## src/rtl/valve_seq_pkg.sv

```systemverilog
`default_nettype none
// ============================================================================
// Module   : valve_seq_pkg
// Purpose  : Shared types and constants for the valve sequencer: FSM state
//            encoding, command-entry layout {valve, open} and grant pointer
//            encodings.
// Ports    : none (package)
// Revision : 1.0 - initial release
// ============================================================================
package valve_seq_pkg;

  // Sequencer FSM states
  typedef enum logic [1:0] {
    ST_IDLE   = 2'd0,
    ST_APPLY  = 2'd1,
    ST_SETTLE = 2'd2
  } state_t;

  // Command entry layout: {valve, open}; open sits in bit 0
  localparam int CMD_OPEN_LSB  = 0;
  localparam int CMD_VALVE_LSB = 1;

  // Round-robin grant pointer encodings
  localparam logic GRANT_MAN  = 1'b0;
  localparam logic GRANT_PROG = 1'b1;

  // Width of one queued command for a given valve index width
  function automatic int cmd_width(input int valve_w);
    return valve_w + 1;
  endfunction

endpackage
`default_nettype wire

```

## src/rtl/valve_cmd_fifo.sv

```systemverilog
`default_nettype none
// ============================================================================
// Module   : valve_cmd_fifo
// Purpose  : Small synchronous command FIFO (power-of-2 depth) with a
//            synchronous flush. Head entry is presented combinationally
//            from registered storage.
// Ports    : clk, rst (async active-low), flush, push/push_data,
//            pop/pop_data, full, empty
// Revision : 1.0 - initial release
// ============================================================================
module valve_cmd_fifo #(
  parameter int DEPTH = 4,
  parameter int WIDTH = 3
) (
  input  logic             clk,
  input  logic             rst,
  input  logic             flush,
  input  logic             push,
  input  logic [WIDTH-1:0] push_data,
  input  logic             pop,
  output logic [WIDTH-1:0] pop_data,
  output logic             full,
  output logic             empty
);

  localparam int AW = (DEPTH > 1) ? $clog2(DEPTH) : 1;

  logic [WIDTH-1:0] mem [DEPTH];
  // Pointers carry one extra wrap bit to tell full from empty
  logic [AW:0]      wr_ptr;
  logic [AW:0]      rd_ptr;
  logic             do_push;
  logic             do_pop;

  assign do_push  = push && !full && !flush;
  assign do_pop   = pop && !empty && !flush;
  assign empty    = (wr_ptr == rd_ptr);
  assign full     = (wr_ptr[AW] != rd_ptr[AW]) && (wr_ptr[AW-1:0] == rd_ptr[AW-1:0]);
  assign pop_data = mem[rd_ptr[AW-1:0]];

  always_ff @(posedge clk or negedge rst) begin
    if (!rst) begin
      wr_ptr <= '0;
      rd_ptr <= '0;
    end else if (flush) begin
      wr_ptr <= '0;
      rd_ptr <= '0;
    end else begin
      if (do_push) wr_ptr <= wr_ptr + (AW+1)'(1);
      if (do_pop)  rd_ptr <= rd_ptr + (AW+1)'(1);
    end
  end

  always_ff @(posedge clk) begin
    if (do_push) mem[wr_ptr[AW-1:0]] <= push_data;
  end

endmodule
`default_nettype wire

```

## src/rtl/valve_sequencer.sv

```systemverilog
`default_nettype none
// ============================================================================
// Module   : valve_sequencer
// Purpose  : Round-robin arbitration of program and manual valve commands
//            into a small FIFO, then applies them one at a time, holding a
//            settle interval after each real valve move so only one servo
//            slews at once. Drives persistent per-valve set_bit levels.
// Ports    : clk, rst (async active-low)
//            prog_valid/prog_valve/prog_open/prog_ready - program requester
//            man_valid/man_valve/man_open/man_ready     - manual requester
//            flush       - discard queue and abort settle
//            valve_state - per-valve level to servo interfaces
//            cmd_done/done_valve - completion pulse and its valve index
//            busy        - FSM active or queue non-empty
// Revision : 1.0 - initial release
// ============================================================================
module valve_sequencer
  import valve_seq_pkg::*;
#(
  parameter int NUM_VALVES    = 4,
  parameter int VALVE_W       = 2,
  parameter int SETTLE_CYCLES = 50000000,
  parameter int CNT_W         = 26,
  parameter int FIFO_DEPTH    = 4
) (
  input  logic                  clk,
  input  logic                  rst,
  input  logic                  prog_valid,
  input  logic [VALVE_W-1:0]    prog_valve,
  input  logic                  prog_open,
  output logic                  prog_ready,
  input  logic                  man_valid,
  input  logic [VALVE_W-1:0]    man_valve,
  input  logic                  man_open,
  output logic                  man_ready,
  input  logic                  flush,
  output logic [NUM_VALVES-1:0] valve_state,
  output logic                  cmd_done,
  output logic [VALVE_W-1:0]    done_valve,
  output logic                  busy
);

  localparam int               CMD_W       = cmd_width(VALVE_W);
  localparam logic [CNT_W-1:0] SETTLE_LOAD = CNT_W'(SETTLE_CYCLES - 1);

  state_t             state;
  logic [CNT_W-1:0]   cnt;
  logic [VALVE_W-1:0] cmd_valve;
  logic               cmd_open;
  logic               grant_ptr;
  logic               ready_en;
  logic               fifo_full;
  logic               fifo_empty;
  logic [CMD_W-1:0]   head;
  logic               accept_ok;
  logic               man_fire;
  logic               prog_fire;
  logic               push;
  logic [CMD_W-1:0]   push_data;
  logic               pop;

  // ready_en is cleared asynchronously by reset, which keeps both readies
  // low for the whole time rst is asserted without routing rst into
  // combinational logic; it sets on the first edge after release.
  always_ff @(posedge clk or negedge rst) begin
    if (!rst) ready_en <= 1'b0;
    else      ready_en <= 1'b1;
  end

  // When both requesters are valid only the pointer's choice sees ready;
  // a lone requester sees ready whenever there is room.
  assign accept_ok  = ready_en && !flush && !fifo_full;
  assign prog_ready = accept_ok && (!man_valid  || (grant_ptr == GRANT_PROG));
  assign man_ready  = accept_ok && (!prog_valid || (grant_ptr == GRANT_MAN));
  assign man_fire   = man_valid  && man_ready;
  assign prog_fire  = prog_valid && prog_ready;
  assign push       = man_fire || prog_fire;
  assign push_data  = man_fire ? {man_valve, man_open} : {prog_valve, prog_open};

  // Pointer moves only on contested grants
  always_ff @(posedge clk or negedge rst) begin
    if (!rst) begin
      grant_ptr <= GRANT_MAN;
    end else if (man_valid && prog_valid && push) begin
      grant_ptr <= (grant_ptr == GRANT_MAN) ? GRANT_PROG : GRANT_MAN;
    end
  end

  assign pop = (state == ST_IDLE) && !fifo_empty;

  valve_cmd_fifo #(
    .DEPTH (FIFO_DEPTH),
    .WIDTH (CMD_W)
  ) u_fifo (
    .clk       (clk),
    .rst       (rst),
    .flush     (flush),
    .push      (push),
    .push_data (push_data),
    .pop       (pop),
    .pop_data  (head),
    .full      (fifo_full),
    .empty     (fifo_empty)
  );

  always_ff @(posedge clk or negedge rst) begin
    if (!rst) begin
      state       <= ST_IDLE;
      cnt         <= '0;
      cmd_valve   <= '0;
      cmd_open    <= 1'b0;
      valve_state <= '0;
      cmd_done    <= 1'b0;
      done_valve  <= '0;
    end else begin
      cmd_done <= 1'b0;
      if (flush) begin
        // Abort without completion; an already-applied level is kept
        state <= ST_IDLE;
        cnt   <= '0;
      end else begin
        case (state)
          ST_IDLE: begin
            if (!fifo_empty) begin
              cmd_valve <= head[CMD_VALVE_LSB +: VALVE_W];
              cmd_open  <= head[CMD_OPEN_LSB];
              state     <= ST_APPLY;
            end
          end
          ST_APPLY: begin
            if (valve_state[cmd_valve] == cmd_open) begin
              // Already at the requested level: complete with no settle
              cmd_done   <= 1'b1;
              done_valve <= cmd_valve;
              state      <= ST_IDLE;
            end else begin
              valve_state[cmd_valve] <= cmd_open;
              cnt                    <= SETTLE_LOAD;
              state                  <= ST_SETTLE;
            end
          end
          ST_SETTLE: begin
            if (cnt == '0) begin
              cmd_done   <= 1'b1;
              done_valve <= cmd_valve;
              state      <= ST_IDLE;
            end else begin
              cnt <= cnt - CNT_W'(1);
            end
          end
          default: state <= ST_IDLE;
        endcase
      end
    end
  end

  assign busy = (state != ST_IDLE) || !fifo_empty;

endmodule
`default_nettype wire

```

## config.mk

```make
export PLATFORM = sky130hd
export DESIGN_NAME = valve_sequencer
export DESIGN_NICKNAME = d
export VERILOG_FILES = /design/src/rtl/valve_seq_pkg.sv /design/src/rtl/valve_cmd_fifo.sv /design/src/rtl/valve_sequencer.sv
export SDC_FILE = /design/constraint.sdc
export NUM_CORES = 1
export LEC_CHECK = 0
export CORE_ASPECT_RATIO = 1.2
export CORE_MARGIN = 2
export CORE_UTILIZATION = 53
export CTS_CLUSTER_SIZE = 24
export DETAILED_ROUTE_END_ITERATION = 8
export PLACE_DENSITY = 0.74
export SYNTH_ARGS = -nofsm -noshare
export SYNTH_HDL_FRONTEND = slang
export SYNTH_SLANG_ARGS = --single-unit
```

## constraint.sdc

```tcl
create_clock -name clk -period 2.38 [get_ports clk]
set_clock_uncertainty 0.15 [all_clocks]
set_input_delay 0.476 -clock clk [delete_from_list [all_inputs] [get_ports clk]]
set_output_delay 0.476 -clock clk [all_outputs]
set_load 0.005 [all_outputs]
```

== Yosys cells after proc, flatten, opt, wreduce, memory -nomap -nowiden ==
Memory sizes are Yosys's and may differ from the RTL's. A register that Yosys moved wholly into a read port is not among the register bits.
Cells that the tools add are included.

* Bits in registers: 43
* RAM bits: 12
* Word-level logic and storage cells: 97
* Memories kept: 1

* Add/sub/neg operators: 3
* Order comparisons: 2
* Equal/unequal tests: 12
* Mux-type cells: 29
* Bitwise gates (word level): 4
* Reductions and logical operators: 37

{| class="wikitable"
|+ Memories
! name !! words !! bits a word !! read ports !! clocked after memory_dff !! write ports !! line !! source
|-
| u_fifo.mem || 4 || 3 || 1 || 1 || 1 || valve_cmd_fifo.sv:28 || <nowiki>logic [WIDTH-1:0] mem [DEPTH];</nowiki>
|}

{| class="wikitable"
|+ Operator list
! operator !! count
|-
| $mux 26 || 3
|-
| $pmux 26 s2 || 1
|-
| $logic_not 26->1 || 1
|-
| $sub 26x1->26 const B || 1
|-
| $logic_and 1x1->1 || 15
|-
| $mux 3 || 5
|-
| $mux 2 || 6
|-
| $ne 3x3->1 const B || 4
|-
| $reduce_and 3->1 || 3
|-
| $mux 1 || 8
|-
| $reduce_bool 2->1 || 4
|-
| $add 3x1->3 const B || 2
|-
| $logic_not 1->1 || 6
|-
| $pmux 2 s3 || 1
|-
| $bwmux 4 || 1
|-
| $logic_or 1x1->1 || 4
|-
| $ne 2x2->1 const B || 2
|-
| $not 1->1 || 4
|-
| $pmux 2 s2 || 1
|-
| $reduce_and 4->1 || 1
|-
| $eq 3x3->1 || 1
|-
| $lt 2x3->1 const B || 1
|-
| $reduce_bool 3->1 || 1
|-
| $bmux 1 s2 || 1
|-
| other kinds (10) || 10
|}

== Longest topological paths before layout ==
Gate-level depths: netlist of run 1.

* Word-level depth: 11
* Depth in mapped cells: 9
* Depth with buffers taken out: 7

== By module ==
A second synthesis of run 1 with hierarchy kept.

* Cells, all modules: 347
* Area, all modules: 3577.2 um^2

{| class="wikitable"
|+ By module, submodules not included
! module !! times used !! cells each !! area each (um^2)
|-
| valve_sequencer || 1 || 268 || 2562.5
|-
| valve_cmd_fifo || 1 || 79 || 1014.7
|}

== Worst setup path before layout of run 1 ==
OpenSTA, ideal clock, no wires.

* Path type: flip-flop to flip-flop
* From: register cnt[0]
* To: register done_valve[0]
* Library setup time: 125 ps
* Data arrival time: 2035 ps
* Data required time: 2105 ps
* Slack: 70 ps
* Stages on the path, launching flop included: 8
* Path buffers: 0
* Period minus slack after synthesis: 2310 ps
* Cell sequence: dfrtp_1 -> inv_1 -> ha_1 -> nor4b_2 -> nand3_2 -> o21a_1 -> a211oi_2 -> mux2_2

* Word-level cells in the longest chain between the ends: 3

{| class="wikitable"
|+ Ends and longest elaborated chain
! what !! line !! source
|-
| start: declaration || valve_sequencer.sv:47 || <nowiki>logic [CNT_W-1:0] cnt;</nowiki>
|-
| start signal: assignment || valve_sequencer.sv:148 || <nowiki>cnt <= cnt - CNT_W'(1);</nowiki>
|-
| $logic_not 26->1 || valve_sequencer.sv:143 || <nowiki>if (cnt == '0) begin</nowiki>
|-
| $ne 2x2->1 (no source line) || - ||
|-
| $reduce_and 4->1 (no source line) || - ||
|-
| end signal: assignment || valve_sequencer.sv:134 || <nowiki>done_valve <= cmd_valve;</nowiki>
|-
| end signal: assignment || valve_sequencer.sv:145 || <nowiki>done_valve <= cmd_valve;</nowiki>
|-
| end: declaration || valve_sequencer.sv:39 || <nowiki>output logic [VALVE_W-1:0] done_valve,</nowiki>
|}

Every way passes these cells.
A chain may end at the register's enable or synchronous reset.

== Final worst setup path of run 1 ==
* From: register cnt[8]
* To: register cnt[21]

* Word-level cells in the longest chain between the ends: 4

{| class="wikitable"
|+ Ends and longest elaborated chain
! what !! line !! source
|-
| $sub 26x1->26 || valve_sequencer.sv:148 ||
|-
| $mux 26 || valve_sequencer.sv:143 ||
|-
| $pmux 26 s2 || valve_sequencer.sv:122 || <nowiki>case (state)</nowiki>
|-
| $mux 26 || valve_sequencer.sv:117 || <nowiki>if (flush) begin</nowiki>
|}

Parallel ways exist; a longest one is shown, timed or not. The select of a mux whose other input is x is not followed.

==> impl_metrics.env, run 1 <==
export IMPL_status="finished clean"
export IMPL_yosys_area_top_type="dfrtp_1"
export IMPL_p_per_area_mw_per_mm2=1390
export IMPL_area_delta_synth_final_pct=33.5
export IMPL_cp_required_ns=2.50
export IMPL_clk_pin_slew_ns=0.07
export IMPL_die_area_mm2=0.00676
export IMPL_grt_pass1_wl_um=12800
export IMPL_hold_depth=1
export IMPL_wl_per_cell_um=18.0
export IMPL_seq_area_frac_synth_pct=46.7
export IMPL_fin_crit_ns=2.33
export IMPL_grt_pass1_vias=2764
export IMPL_insertion_delay_ns=0.35
export IMPL_synth_edf_count=12
export IMPL_slew_headroom_pct=66.6
export IMPL_placed_cells=438
export IMPL_ant_nets=0
export IMPL_syn_instance_count=306
export IMPL_grt_use_total_pct=25.7
export IMPL_path_class="reg -> reg"
export IMPL_critical_path_slowest_cell="nor4_4"
export IMPL_vias=2798
export IMPL_die_width_um=75.4
export IMPL_core_mm2=0.00597
export IMPL_diodes=0
export IMPL_start_util_pct=54.2
export IMPL_worstPathMaxFanout=5
export IMPL_drc=0
export IMPL_cts_buffers=9
export IMPL_cts_max_path_buffers=2
export IMPL_drtIter0Drc=254
export IMPL_endpoint_kind="flip-flop"
export IMPL_die_y_um=89.6
export IMPL_p_leak_nw=1.76
export IMPL_ys_top_cells_by_count="46 x dfrtp_1, 24 x nor2_1, 22 x nand2_1, 21 x a21oi_1, 17 x o21ai_0"
export IMPL_worst_slack_ns=0.0547
export IMPL_finalSetupViolCount=0
export IMPL_fin_cells=463
export IMPL_tightest_slew_ns=0.501
export IMPL_period_share_pct=97.7
export IMPL_synthFlopType="dfrtp_1"
export IMPL_crit_arrival_ns=2.44
export IMPL_worstSetupStartpointType="flip-flop"
export IMPL_yosysMostFrequentCell="dfrtp_1"
export IMPL_vdd_ir_drop_max_v=0.000574
export IMPL_antenna_found_initial=0
export IMPL_whs_ns=0.377
export IMPL_async_reset_ff_share_pct=79.3
export IMPL_rsz0062_at_grt="yes"
export IMPL_cts_root_buffer="clkbuf_8"
export IMPL_synth_top_cell_area_share_pct=35.5
export IMPL_drive_above_1_share_pct=29.9
export IMPL_crit_family="simple AND/OR/NAND/NOR gates"
export IMPL_drt_first_pass_iters=4
export IMPL_synth_distinct_cells=59
export IMPL_cp_slowest_stage_delay_ns=0.46
export IMPL_cts_tree="yes"
export IMPL_grt_overflow_total=0
export IMPL_synth_nets=327
export IMPL_path_cells="nor4_4 -> nand4_1 -> buf_4 -> or3_1 -> a211o_1 -> a21oi_1"
export IMPL_fillCellCount=437
export IMPL_ys_top_cells_by_area="dfrtp_1 36%, edfxtp_1 11%, mux2_2 4.2%"
export IMPL_r2r_worst_path_cells=6
export IMPL_ios=21
export IMPL_routabilityCongestion=0.905
export IMPL_viasPerCell=6.04
export IMPL_pre_cts_slack_ns=-0.344
export IMPL_fmax_mhz=430
export IMPL_htreeDepth=3
export IMPL_hold_path_class="reg -> reg"
export IMPL_dpl_hpwl_um=5580
export IMPL_maxSlewViolCount=0
export IMPL_path_buf_inv=1
export IMPL_path_depth=6
export IMPL_drv_cap=0
export IMPL_yosysWarningCount=0
export IMPL_wirelength_um=8330
export IMPL_io_buffer_count=20
export IMPL_fp_row_count=31
export IMPL_avgSynthCellArea_um2=10.6
export IMPL_synth_area_mm2=0.00324
export IMPL_cts_sinks=58
export IMPL_grt_max_degree=34
export IMPL_reg2reg_slack_ns=0.05
export IMPL_ys_ff_latch=58
export IMPL_finalHoldViolCount=0
export IMPL_nets=397
[timing repair]
item | CTS | global route
resized for setup | 13 | 26
pin swaps | 1 | 4
hold endpoints to repair | 19 | 0
setup endpoints to repair | 3 | 24
buffers inserted | 2 | 6
hold buffers | 1 | 0
[per-layer routing]
layer | GRT usage (%) | wire length (µm)
met2 | 45.5 | 4640
met5 | 0 | 0
met3 | 7.14 | 372
met1 | 28.6 | 3160
met4 | 11.0 | 156
[where the power goes]
part           internal [mW]  switching [mW]
Combinational           1.54            1.70
Sequential              1.28           0.327
Clock                  0.705           0.435
Total                   3.53            2.47
[sequential cells by signal (all words and copies together), names as in the netlist]
| signal | flops |
|---|---|
| cmd_done | 1 |
| u_fifo.wr_ptr | 3 |
| ready_en | 1 |
| cmd_open | 1 |
| cmd_valve | 2 |
| cnt | 26 |
| grant_ptr | 1 |
| u_fifo.rd_ptr | 3 |
| done_valve | 2 |
| u_fifo.mem | 12 |
| valve_state | 4 |
| state | 2 |
[final timing paths]
path / start / to
max: cnt[8] / cnt[21]
min: done_valve[1] / done_valve[1]
max reg2reg: cnt[8] / cnt[21]
min reg2reg: done_valve[1] / done_valve[1]
max in group asynchronous: rst / u_fifo.wr_ptr[1]
min in group asynchronous: rst / cnt[5]
[placed cells by master, fill, tap and decap left out, types with 4 or more instances in the layout]
cell / Yosys / routed
nand2_1: 22 / 22
dfrtp_1: 46 / 45
o31ai_1: 6 / 6
nor2_1: 24 / 24
mux2_2: 12 / 12
buf_4: 1 / 44
nor3_1: 8 / 5
a311oi_1: 7 / 7
edfxtp_1: 12 / 12
or4_1: 4 / 4
nand4_1: 7 / 7
ha_1: 10 / 9
clkbuf_8: 0 / 9
a211o_1: 4 / 4
nor4_1: 5 / 4
inv_1: 8 / 7
a31oi_1: 6 / 5
clkdlybuf4s50_1: 0 / 16
or3_1: 7 / 7
o21ai_0: 17 / 16
mux4_2: 4 / 4
a21oi_1: 21 / 21
and2_1: 6 / 6
[cell families after synthesis]
kind of cell | Yosys count | synth area share [%]
xor gates and xnor gates | 9 | 3.01
muxes | 20 | 8.23
buffers and inverters | 21 | 2.59
AOI/OAI and AO/OA | 80 | 17.3
and+or+nand+nor | 107 | 18.3
other | 1 | 0.116
adders and majority gates | 10 | 3.86
DFF | 58 | 46.7
[area by class of cell]
type	instances	area, µm²	share of cell area (%)
clock inverter	7	125	2.89
inverter	10	37.5	0.868
multi-input combinational	227	1820	42.1
tap	82	103	2.37
clock buffer	9	124	2.86
sequential	58	1510	35.0
timing repair buffer	70	602	13.9
[per-stage QoR]
stage | setup TNS, ns | area [µm²] | power (mW) | utilization, %
floorplan | 0 | 3240 | 3.21 | -
global placement | -1.91 | 3810 | 4.22 | 63.8
detailed placement | -2.89 | 3810 | 4.30 | 63.8
CTS | 0 | 4120 | 5.48 | 69.0
global route | -0.284 | 4330 | 6.38 | 72.4
finish | 0 | 4330 | 6.00 | 72.4
Note: power is estimated with default switching activity, not from simulation.
==> inputs of run 2 (changes only) <==
--- a/config.mk
+++ b/config.mk
@@ -5,6 +5,7 @@
 export SDC_FILE = /design/constraint.sdc
 export NUM_CORES = 1
 export LEC_CHECK = 0
+export CAP_MARGIN = 40
 export CORE_ASPECT_RATIO = 1.2
 export CORE_MARGIN = 2
 export CORE_UTILIZATION = 53
==> results of run 2 <==
Final layout, timing and power as in run 1 (identical DEF).
==> RTL change 1 (settings of run 2) <==
The 3 states of `state_t` get a one-hot encoding in 3 bits.
--- a/src/rtl/valve_seq_pkg.sv
+++ b/src/rtl/valve_seq_pkg.sv
@@ -10,10 +10,10 @@
 package valve_seq_pkg;
 
   // Sequencer FSM states
-  typedef enum logic [1:0] {
-    ST_IDLE   = 2'd0,
-    ST_APPLY  = 2'd1,
-    ST_SETTLE = 2'd2
+  typedef enum logic [2:0] {
+    ST_IDLE   = 3'b001,
+    ST_APPLY  = 3'b010,
+    ST_SETTLE = 3'b100
   } state_t;
 
   // Command entry layout: {valve, open}; open sits in bit 0
Function: no difference found for any inputs over 4 cycles, from zero or initial values and one cycle with rst low; so few cycles prove little.
==> RTL change 1 against run 2 <==
- first-iteration DRC count fell by 53%
- total power down 34%
- synthesized area decreased by 3.8%
- the flow now finishes with violations (setup timing)
- final area is 0.75% higher
- sequential cell count increased by 1
- via count is 4.1% lower
- routed wire length rose by 1.4%
- setup slack lost 0.17 ns
- critical path type is now flip-flop to output pin
- largest cell class unchanged
- highest routed layer unchanged
==> RTL change 1: results <==
set metrics [dict create \
    worstMarginPinSlew_ns 0.566 \
    setup_viol 4 \
    layout.cells.non_filler 447 \
    dp_slack_ns -0.528 \
    leakagePower_nw 1.83 \
    wl_mm 8.45 \
    use_met3_pct 6.21 \
    cts_resized 25 \
    synth_nets 307 \
    grt_first_pass_wirelength_mm 12.5 \
    drt_iter0_markers 120 \
    hold_path.startpoint "cnt[24]" \
    yosysUniqueCellTypes 52 \
    hold-worst-slack_ns 0.365 \
    finalNetCount 379 \
    placed_area_mm2 0.00378 \
    setup_tns_ns -0.255 \
    viasPerCell 6.00 \
    status "finished with violations" \
    synth-seq-area-share_pct 49.4 \
    r2r_end "cnt[24]" \
    use_met1_pct 28.0 \
    switching_share_pct 36.1 \
    layout_setup_ws_ns -0.113 \
    violations "setup timing" \
    synth_commonest_cells "dfrtp_1 (46), nor2_1 (19), a31oi_1 (16), nand2_1 (14), mux2_2 (13)" \
    post-cts-setup-buffers 4 \
    gp_congestion 0.873 \
    grt_max_degree 27 \
    drt-met1-wl_mm 3.22 \
    r2r_slack_ns -0.09 \
]
RTL change 1: changes by cell type after synthesis, sizes merged, moves of 5 or more:
cell           run 2  this run
a31oi              6        16
nand2             22        14
a21oi             21        10
nor2              25        19
nand2b             4         9
RTL change 1: how the worst max path moves through the flow:
stage | from | cells after the start | endpoint | slack [ns]
global placement | flush | 6 | cnt[0] | -0.47
detailed placement | flush | 6 | cnt[0] | -0.53
CTS | u_fifo.rd_ptr[2] | 4 | man_ready | -0.14
floorplan | cnt[17] | 6 | cnt[24] | -0.09
global route | u_fifo.rd_ptr[2] | 4 | prog_ready | -0.21
finish | u_fifo.rd_ptr[2] | 4 | prog_ready | -0.11
RTL change 1: critical path, cell delays in order (launching register included):
cell and delay (ns):
dfrtp_1 0.44, xor2_2 0.22, a31oi_4 0.18, a21boi_2 0.18, clkdlybuf4s50_1 0.50
RTL change 1: cell type report:
type	instances	area [um2]
Multi-Input combinational cell	209	1820
Clock buffer	9	124
Timing Repair Buffer	75	671
Tap cell	80	100
Fill cell	359	1310
Clock inverter	7	77.6
Sequential cell	59	1540
Inverter	8	30.0
RTL change 1: power by group through the flow:
stage,Combinational [W],Sequential [W],Clock (W)
global placement,0.00135,0.00133,0
CTS,0.00149,0.00133,0.000925
floorplan,0.000778,0.00133,0
global route,0.00183,0.00137,0.000971
finish,0.00172,0.00134,0.000921
detailed placement,0.00139,0.00133,0
RTL change 1: cells by family (layout without fill, tap and decap cells):
kind of cell | Yosys count | after routing | share of synthesized area [%]
buf+inv | 22 | 99 | 2.73
compound gates | 78 | 78 | 17.3
mux | 20 | 20 | 8.55
flops | 59 | 59 | 49.4
xor+xnor | 9 | 9 | 2.53
simple gates | 95 | 95 | 16.9
other cells | 1 | 1 | 0.120
fa+ha+maj | 6 | 6 | 2.41
==> RTL change 2 (config.mk and constraints of run 2) <==
Made on the original files. Set the parameter `FIFO_DEPTH` to 2 (it was 4).
--- a/src/rtl/valve_sequencer.sv
+++ b/src/rtl/valve_sequencer.sv
@@ -21,7 +21,7 @@
   parameter int VALVE_W       = 2,
   parameter int SETTLE_CYCLES = 50000000,
   parameter int CNT_W         = 26,
-  parameter int FIFO_DEPTH    = 4
+  parameter int FIFO_DEPTH    = 2
 ) (
   input  logic                  clk,
   input  logic                  rst,
Behaviour: not the same (a bounded check fails within 10 cycles, from zero or initial values and one cycle with rst low).
==> RTL change 2 against run 2 <==
- the run now ends with setup timing left
- setup slack got worse by 0.084 ns
- worst hold slack worse by 0.29 ns
- routed wire length decreased by 4.3%
- total power decreased by 20%
- synthesized area fell by 10%
- sequential power decreased by 15%
- final area shrank 14%
- sequential share of layout area shrank 0.49 points
- die area decreased by 9.7%
- sequential cell count decreased by 8
- critical path type unchanged
- clock power down 56%
- via count grew 0.43%
- non-clock buffer count up 6
==> RTL change 2: results <==
set metrics [dict create \
    combinationalPower_w 0.00293 \
    drt_iter0_markers 234 \
    layout_setup_ws_ns -0.0292 \
    cp-startpoint "state[0]" \
    dp_slack_ns -0.0956 \
    setup_tns_ns -0.0402 \
    async_flop_share_pct 88.0 \
    place_inst 424 \
    violations "setup timing" \
    vias 2810 \
    viasPerCell 6.40 \
    synth-seq-area-share_pct 44.0 \
    grt_usage_pct 27.8 \
    max-slew-margin-rel_pct 62.3 \
    drive_gt1_share_pct 26.0 \
    fillers 405 \
    switching_share_pct 44.0 \
    post-cts-setup-buffers 5 \
    synth_commonest_cells "dfrtp_1 (44), nor2_1 (27), nand2_1 (21), o21ai_0 (16), inv_1 (14)" \
    wl_mm 7.97 \
    reg2reg_depth 7 \
    clkTransAtPathRegs_ns 0.09 \
    hold-worst-slack_ns 0.0867 \
    status "finished with violations" \
    grt_first_pass_wirelength_mm 13.3 \
    setup_viol 2 \
    use_met3_pct 4.75 \
]
## RTL change 2: cell types whose count changed after synthesis, sizes merged, moves of 5 or more
| cell | delta |
|---|---|
| a21oi | -11 |
| a22o | +5 |
| ha | -5 |
| o211ai | +6 |
| nand3 | +6 |
| edfxtp | -6 |
| inv | +6 |
## RTL change 2: area by class of cell
class | count | area share (%)
inverters | 15 | 1.51
multi-input cells | 228 | 43.2
clock inverters | 3 | 0.437
well taps | 62 | 2.08
flip-flops and latches | 50 | 34.5
clock buffers | 5 | 1.85
repair buffers | 76 | 16.4
## RTL change 2: per-layer routing
layer | vias to the layer above | wire length, um
li1 | 1303 | -
met1 | 1367 | 3130
met2 | 116 | 4140
met3 | 24 | 446
met4 | 0 | 261
met5 | - | 0
## RTL change 2: worst max-delay path, stage by stage (launching register included)
cell,delay [ns]
dfrtp_1,0.41
inv_1,0.13
ha_2,0.22
nor3b_1,0.25
nand4_1,0.26
or2_2,0.37
and3_1,0.26
a32o_1,0.25
